$ cat config.mk
export PLATFORM = sky130hd
export DESIGN_NAME = stopwatch_ctrl
export DESIGN_NICKNAME = d
export VERILOG_FILES = /design/src/rtl/stopwatch_ctrl.sv
export SDC_FILE = /design/constraint.sdc
export NUM_CORES = 1
export LEC_CHECK = 0
export ABC_AREA = 0
export BUFFER_PORTS_ARGS = -buffer_cell sky130_fd_sc_hd__buf_2
export CORE_MARGIN = 1
export CORE_UTILIZATION = 48
export CTS_CLUSTER_DIAMETER = 200
export CTS_CLUSTER_SIZE = 8
export DETAILED_ROUTE_END_ITERATION = 12
export PLACE_DENSITY_LB_ADDON = 0.15
export SLEW_MARGIN = 20
export SYNTH_ARGS = -nofsm -noshare
export SYNTH_HDL_FRONTEND = slang
export SYNTH_SLANG_ARGS = --single-unit
export TNS_END_PERCENT = 5
$ cat constraint.sdc
create_clock -name clk_50M -period 2.5 [get_ports clk_50M]
set_input_delay 0.125 -clock clk_50M [delete_from_list [all_inputs] [get_ports clk_50M]]
set_output_delay 0.125 -clock clk_50M [all_outputs]
set_load 0.02 [all_outputs]
$ cat src/rtl/stopwatch_ctrl.sv
// Stopwatch control: debounces three pushbuttons and sequences the
// IDLE / RUN / PAUSED states, lap captures and display source selection.
//
// Ports:
//   clk_50M    system clock, all logic on its rising edge
//   reset_n    asynchronous active-low reset
//   btn_start  raw start/stop button (asynchronous, active-high)
//   btn_lap    raw lap button (asynchronous, active-high)
//   btn_clear  raw clear button (asynchronous, active-high)
//   run        time-counter enable, 1 exactly while state = RUN
//   clr        one-cycle clear pulse for time counter and lap registers
//   lap_we     one-cycle lap capture strobe
//   lap_slot   lap register targeted by lap_we (1..3), 0 otherwise
//   view_sel   display source: 0 live time, 1..3 lap register
//   laps_used  number of stored laps (0..3)
//   state      FSM state: 0 IDLE, 1 RUN, 2 PAUSED
module stopwatch_ctrl #(
    parameter int unsigned DEBOUNCE_CYCLES = 500000
) (
    input  logic       clk_50M,
    input  logic       reset_n,
    input  logic       btn_start,
    input  logic       btn_lap,
    input  logic       btn_clear,
    output logic       run,
    output logic       clr,
    output logic       lap_we,
    output logic [1:0] lap_slot,
    output logic [1:0] view_sel,
    output logic [1:0] laps_used,
    output logic [1:0] state
);

    localparam int unsigned CNT_W     = 20;
    localparam int unsigned NUM_BTN   = 3;
    localparam int unsigned BTN_START = 0;
    localparam int unsigned BTN_LAP   = 1;
    localparam int unsigned BTN_CLEAR = 2;
    localparam logic [CNT_W-1:0] CNT_LAST = CNT_W'(DEBOUNCE_CYCLES - 1);
    localparam logic [1:0]       LAPS_MAX = 2'd3;

    typedef enum logic [1:0] {
        ST_IDLE    = 2'd0,
        ST_RUN     = 2'd1,
        ST_PAUSED  = 2'd2,
        ST_ILLEGAL = 2'd3
    } state_t;

    logic [NUM_BTN-1:0] raw;
    logic [NUM_BTN-1:0] sync1;
    logic [NUM_BTN-1:0] sync2;
    logic [NUM_BTN-1:0] deb;
    logic [NUM_BTN-1:0] deb_d;
    logic [CNT_W-1:0]   cnt [NUM_BTN];
    logic [NUM_BTN-1:0] press_c;

    logic ev_clear_c;
    logic ev_start_c;
    logic ev_lap_c;

    state_t     state_q;
    state_t     state_nxt;
    logic       clr_nxt;
    logic       lap_we_nxt;
    logic [1:0] lap_slot_nxt;
    logic [1:0] view_sel_nxt;
    logic [1:0] laps_used_nxt;
    logic [1:0] view_adv_c;

    assign raw = {btn_clear, btn_lap, btn_start};

    // Two-flop synchronizers for the asynchronous buttons
    always_ff @(posedge clk_50M or negedge reset_n) begin
        if (!reset_n) begin
            sync1 <= '0;
            sync2 <= '0;
        end else begin
            sync1 <= raw;
            sync2 <= sync1;
        end
    end

    // Per-button debounce: level is accepted after DEBOUNCE_CYCLES stable cycles
    always_ff @(posedge clk_50M or negedge reset_n) begin
        if (!reset_n) begin
            deb   <= '0;
            deb_d <= '0;
            for (int i = 0; i < NUM_BTN; i++) begin
                cnt[i] <= '0;
            end
        end else begin
            deb_d <= deb;
            for (int i = 0; i < NUM_BTN; i++) begin
                if (sync2[i] == deb[i]) begin
                    cnt[i] <= '0;
                end else if (cnt[i] == CNT_LAST) begin
                    deb[i] <= sync2[i];
                    cnt[i] <= '0;
                end else begin
                    cnt[i] <= cnt[i] + CNT_W'(1);
                end
            end
        end
    end

    // Rising edge of a debounced level is a press; release is ignored
    assign press_c = deb & ~deb_d;

    // Only the highest-priority press of a cycle survives: clear > start > lap
    assign ev_clear_c = press_c[BTN_CLEAR];
    assign ev_start_c = press_c[BTN_START] & ~press_c[BTN_CLEAR];
    assign ev_lap_c   = press_c[BTN_LAP] & ~press_c[BTN_START] & ~press_c[BTN_CLEAR];

    // Next display source when browsing laps: wraps back to live time
    assign view_adv_c = (laps_used == 2'd0 || view_sel == laps_used) ? 2'd0
                                                                     : view_sel + 2'd1;

    // Next-state and next-output logic
    always_comb begin
        state_nxt     = state_q;
        clr_nxt       = 1'b0;
        lap_we_nxt    = 1'b0;
        lap_slot_nxt  = 2'd0;
        view_sel_nxt  = view_sel;
        laps_used_nxt = laps_used;

        case (state_q)
            ST_IDLE, ST_PAUSED: begin
                if (ev_clear_c) begin
                    state_nxt     = ST_IDLE;
                    clr_nxt       = 1'b1;
                    laps_used_nxt = 2'd0;
                    view_sel_nxt  = 2'd0;
                end else if (ev_start_c) begin
                    state_nxt    = ST_RUN;
                    view_sel_nxt = 2'd0;
                end else if (ev_lap_c) begin
                    view_sel_nxt = view_adv_c;
                end
            end
            ST_RUN: begin
                // A clear press in RUN is consumed without effect
                if (ev_start_c) begin
                    state_nxt = ST_PAUSED;
                end else if (ev_lap_c && laps_used != LAPS_MAX) begin
                    lap_we_nxt    = 1'b1;
                    lap_slot_nxt  = laps_used + 2'd1;
                    laps_used_nxt = laps_used + 2'd1;
                end
            end
            default: begin
                state_nxt = ST_IDLE;
            end
        endcase
    end

    // State and output registers
    always_ff @(posedge clk_50M or negedge reset_n) begin
        if (!reset_n) begin
            state_q   <= ST_IDLE;
            run       <= 1'b0;
            clr       <= 1'b0;
            lap_we    <= 1'b0;
            lap_slot  <= 2'd0;
            view_sel  <= 2'd0;
            laps_used <= 2'd0;
        end else begin
            state_q   <= state_nxt;
            run       <= (state_nxt == ST_RUN);
            clr       <= clr_nxt;
            lap_we    <= lap_we_nxt;
            lap_slot  <= lap_slot_nxt;
            view_sel  <= view_sel_nxt;
            laps_used <= laps_used_nxt;
        end
    end

    assign state = state_q;

endmodule
---- Word-level counts from Yosys, hierarchy flattened ----
Cells that the tools add are included.
word-level totals
  register bits ........................... 83
  input port bits ......................... 5
  output and inout port bits .............. 11
  logic and storage cells ................. 83
operators by class
  add/sub/neg operators ................... 5
  equality and inequality tests ........... 14
  multiplexer cells ....................... 26
  bitwise gates (word level) .............. 10
  reduce and logical (&&, ||, !) cells .... 12
operators with widths
  cell                                                               number
  20-bit 2-to-1 mux                                                  6
  20-bit by 1-bit adder with 20-bit output, second input constant    3
  20-bit by 19-bit == test with 1-bit output, second input constant  3
  2-bit 2-to-1 mux                                                   13
  2-bit inequality test, second input constant                       4
  2-bit one-hot mux with 2 select lines                              2
  2-bit AND reduction                                                4
  1-bit 2-to-1 mux                                                   5
  1-bit inverter                                                     5
  2-bit by 1-bit adder with 2-bit output, second input constant      2
  2-bit by 1-bit == test with 1-bit output, second input constant    2
  2-bit logical NOT                                                  2
  4-bit AND reduction                                                1
  1-bit AND                                                          3
  3-bit AND                                                          1
  1-bit == test                                                      3
  3-bit inverter                                                     1
  3-bit nonzero test                                                 1
  2-bit == test                                                      1
  2-bit == test, second input constant                               1
  2-bit nonzero test                                                 1
  2-bit OR reduction                                                 1
  1-bit logical AND                                                  1
  1-bit logical OR                                                   1

---- Depth between registers and ports, before layout ----
  depth in word-level cells ............... 9
  depth in mapped cells ................... 6
  gate-level depth less buffers ........... 5

---- Worst setup path after synthesis ----
OpenSTA, ideal clock, no wires.
  path type ............................... flip-flop to flip-flop
  start point ............................. reg cnt[40] in the netlist's numbering
  end point ............................... reg cnt[49] in the netlist's numbering
  library setup time ...................... 119 ps
  arrival time ............................ 1693 ps
  required time ........................... 2381 ps
  setup slack ............................. 688 ps
  cell stages (with the launch flop) ...... 7
  path buffers ............................ 1
  period minus slack after synthesis ...... 1812 ps
  path through ............................ dfrtp_1 > ha_1 > nand4_1 > nand3b_1 > o31ai_4 > buf_6 > nor2_2
on the way
  cells in the longest elaborated chain, start to end .. 3
  elaborated cells between the ends (all ways) .. 4
  those cells by class .................... add/sub: 1; eq/ne: 1; mux: 2
RTL lines
  element                                                                                                 line     text
  start, declared                                                                                         54       logic [CNT_W-1:0] cnt [NUM_BTN];
  start signal, assigned by index                                                                         100      cnt[i] <= cnt[i] + CNT_W'(1);
  20-bit by 1-bit adder with 20-bit output or 20-bit by 19-bit == test with 1-bit output (tied branches)  100, 96
  20-bit 2-to-1 mux *                                                                                     96       end else if (cnt[i] == CNT_LAST) begin
  20-bit 2-to-1 mux *                                                                                     94       if (sync2[i] == deb[i]) begin
Mark *: on every way between the ends. The rest lies on a longest branch, timed or not.
A chain may end at the register's enable or synchronous reset.

---- Worst setup path in the final report ----
  start point ............................. reg cnt[40] in the netlist's numbering
  end point ............................... reg deb[0]
on the way
  cells in the longest elaborated chain, start to end .. 2
RTL lines
  element                                     line  text
  20-bit by 19-bit == test with 1-bit output  96
  2-bit AND reduction (no line)               --
  end signal, assigned by index               97    deb[i] <= sync2[i];
  end, declared                               52    logic [NUM_BTN-1:0] deb;
No other way between the ends.

==> impl_metrics.json <==
{
  "post_dp_cell_area_um2": 4250,
  "worstMarginPinSlew_ps": 729,
  "min_path_type": "flop to flop",
  "holdWs_ps": 347,
  "timing.critical_path.max_delay_family": "simple AND/OR/NAND/NOR gates",
  "crit_chain": "ha_1 > nand4_1 > nand3b_1 > nor3_1 > mux2_2",
  "syn_area_per_cell_um2": 10.7,
  "cts_root_buf": "clkbuf_8",
  "grt_antenna_before_repair": 0,
  "run_status": "finished clean",
  "vias_per_cell": 5.37,
  "num-fill-cells": 739,
  "cts_setup_buffers": 0,
  "port_buffers": 15,
  "row_count": 33,
  "synth_simple_gate_area_share_pct": 25.9,
  "grt_overflow_total": 0,
  "layoutNonFillerInstCount": 517,
  "tritoncts_clock_tree": "done",
  "muxShareOfSynthArea_pct": 2.64,
  "worstSetupEndpointType": "flop",
  "place_congestion": 0.791,
  "dp_hpwl_um": 4940,
  "fin_util_pct": 55.3,
  "number_of_max_capacitance_violations_reported": 0,
  "drv_slew": 0,
  "design.final.nets": 417,
  "grt_first_pass_wirelength_um": 12700,
  "grt_usage_pct": 18.7,
  "critical_path.max_fanout": 8,
  "initial_utilization_pct": 49.3,
  "yosys.area.top_type": "dfrtp_1",
  "drtPass1Iterations": 5,
  "die_h_um": 93.6,
  "synth_cell_type_count": 45,
  "power_density_nw_per_um2": 564,
  "sequential_cell_area_fraction_in_the_yosys_report_pct": 51.5,
  "ys_top_cells_by_area": "dfrtp_1, xnor2_1, nor2_1",
  "async_sr_flop_fraction_pct": 100,
  "maximum_number_of_pins_on_one_net_before_global_route_repair": 84,
  "tritoncts.num_buffers": 9,
  "start_kind": "flop",
  "power_leakage_nw": 1.88,
  "floorplan.core_area_um2": 8180,
  "synth_edf_count": 0,
  "cts_max_level": 3,
  "crit_type": "flop to flop",
  "postCtsHoldBufs": 4,
  "ctsLongestPathBuffers": 2,
  "timing.max_slew.rel_slack_pct": 51.4,
  "die_outline_area_um2": 8770,
  "grt_pass1_vias": 2650,
  "hold_viol_final": 0,
  "worstSkewPairLatency_ps": 350,
  "post_synth_fa_ha_maj_area_fraction_pct": 1.55,
  "ios": 16,
  "post_synth_instance_area_um2": 4030,
  "drc": 0,
  "antenna_cells_inserted": 0,
  "period_share_pct": 83.4,
  "cts_num_sinks": 83,
  "detailroute.via_count": 2776,
  "worstPathRequired_ps": 2740,
  "xor_and_xnor_area_share_after_synthesis_pct": 10.9,
  "rsz0062_at_grt": "false",
  "fraction_of_the_mapped_netlist_area_in_compound_gates_pct": 5.28,
  "worst_clock_skew_ps": 9.70,
  "setup_violations": 0,
  "place_inst": 497,
  "crit_slowest_cell": "dfrtp_1",
  "cts.reportedPaths.clkPinSlew_ps": 90,
  "timing.final.ws_setup_ps": 415,
  "drt_iter0_drc": 123,
  "yosysWarningCount": 0,
  "postcts_resize_cnt": 0,
  "final_antenna_net_count": 0,
  "placement.setup.worst_slack_ps": 441,
  "postSynthNetCount": 388,
  "final_layout_size_suffix_gt1_share_pct": 16.3,
  "detail_route.wl_per_cell_um": 13.9,
  "fin_crit_ps": 2090,
  "timing.critical_path.arrival_ps": 2320,
  "max_freq_ghz": 0.480,
  "synth_top_family_by_area": "simple AND/OR/NAND/NOR gates",
  "postLayoutCellArea_um2": 4520,
  "die_w_um": 93.6,
  "power.total_mw": 2.55,
  "detail_route.wirelength_um": 7200,
  "synth.top_cell.area_share_pct": 51.5,
  "max_stage_delay_ps": 450,
  "ys.flop_type": "dfrtp_1",
  "syn-instance-count": 378,
  "ys_seq_elements": 83,
  "syn2layout_area_growth_pct": 12.2,
  "highest_ir_drop_seen_on_vdd_mv": 0.219,
  "setup_tns_ps": 0,
  "cp.buffers_inverters": 0
}
final cells by class:
cell class	instances	area, µm²	share of cell area [%]
clock buffers	9	124	2.74
clock inverters	7	101	2.24
inverters	12	45.0	0.996
multi-input cells	276	1870	41.2
flip-flops and latches	83	2080	45.9
well taps	105	131	2.90
repair buffers	25	179	3.96
final timing paths:
check                          from  endpoint  slack [ps]  cells after the start
hold / removal             sync1[2]  sync2[2]         350                      0
max in group asynchronous   reset_n   cnt[58]        1630                      2
hold reg to reg            sync1[2]  sync2[2]         350                      0
setup reg to reg            cnt[40]    deb[0]         410                      5
setup / recovery            cnt[40]    deb[0]         410                      5
min in group asynchronous   reset_n   cnt[27]         360                      2
power by group:
part	leakage (nW)	switching, mW	internal (mW)
registers	1.14	0.0195	1.36
logic	0.634	0.0577	0.0321
clock network	0.111	0.511	0.571
total	1.88	0.589	1.96
worst register-to-register path, cell delays in order (launching register included):
cell and delay, ps:
dfrtp_1 450, ha_1 240, nand4_1 300, nand3b_1 340
nor3_1 290, mux2_2 370
cell usage after synthesis, types with 2 or more instances:
master / n
and4_1: 3
nor4_2: 2
nand2b_1: 3
o41ai_4: 2
a21oi_1: 7
dfrtp_1: 83
and2_1: 4
nand2_1: 20
nor2_2: 10
or4_4: 2
ha_1: 5
nand4_2: 3
xor2_1: 12
nor4b_1: 2
nor2b_1: 3
nand4_1: 17
and3_1: 3
or3_1: 4
nor4_1: 18
inv_1: 12
a21o_1: 2
mux2i_1: 5
nand4bb_1: 2
xnor2_1: 38
mux2_2: 5
nor3_1: 16
nor2_1: 50
o21ai_0: 7
buf_2: 5
nand3_1: 18
state kept, by name (all words and copies together) (netlist names):
signal,flops
cnt,60
deb,3
deb_d,3
sync1,3
sync2,3
lap_slot,2
laps_used,2
state,2
view_sel,2
clr,1
lap_we,1
run,1
logic make-up after synthesis:
logic type / Yosys count
and+or+nand+nor: 187
adders and majority gates: 5
AOI/OAI and AO/OA: 24
muxes: 10
buffers and inverters: 19
DFF: 83
xor gates and xnor gates: 50
per-layer routing:
| layer | routed length, µm | track usage (%) | part of all wire (%) | up-vias |
|---|---|---|---|---|
| met5 | 0 | 0 | 0 | - |
| met4 | 108 | 6.92 | 1.5 | 0 |
| met3 | 172 | 4.39 | 2.4 | 9 |
| met2 | 3260 | 28.6 | 45 | 27 |
| met1 | 3650 | 26.0 | 51 | 1343 |
| li1 | - | - | - | 1397 |
layout by cell type (no fill, tap or decap), types with 2 or more instances in the layout:
cell / count
dfrtp_1: 83
nor2_1: 50
xnor2_1: 38
nand2_1: 20
nor4_1: 18
nand3_1: 18
nand4_1: 17
nor3_1: 16
buf_2: 14
inv_1: 12
xor2_1: 12
nor2_2: 10
clkbuf_8: 9
a21oi_1: 7
o21ai_0: 7
mux2i_1: 5
mux2_2: 5
ha_1: 5
buf_4: 5
and2_1: 4
or3_1: 4
dlygate4sd3_1: 4
nor2b_1: 3
and3_1: 3
nand4_2: 3
and4_1: 3
nand2b_1: 3
nand4bb_1: 2
or4_4: 2
nor4b_1: 2
o41ai_4: 2
nor4_2: 2
a21o_1: 2
bufinv_16: 2
clkinv_4: 2
No activity file was read; power rests on OpenSTA's default activity.
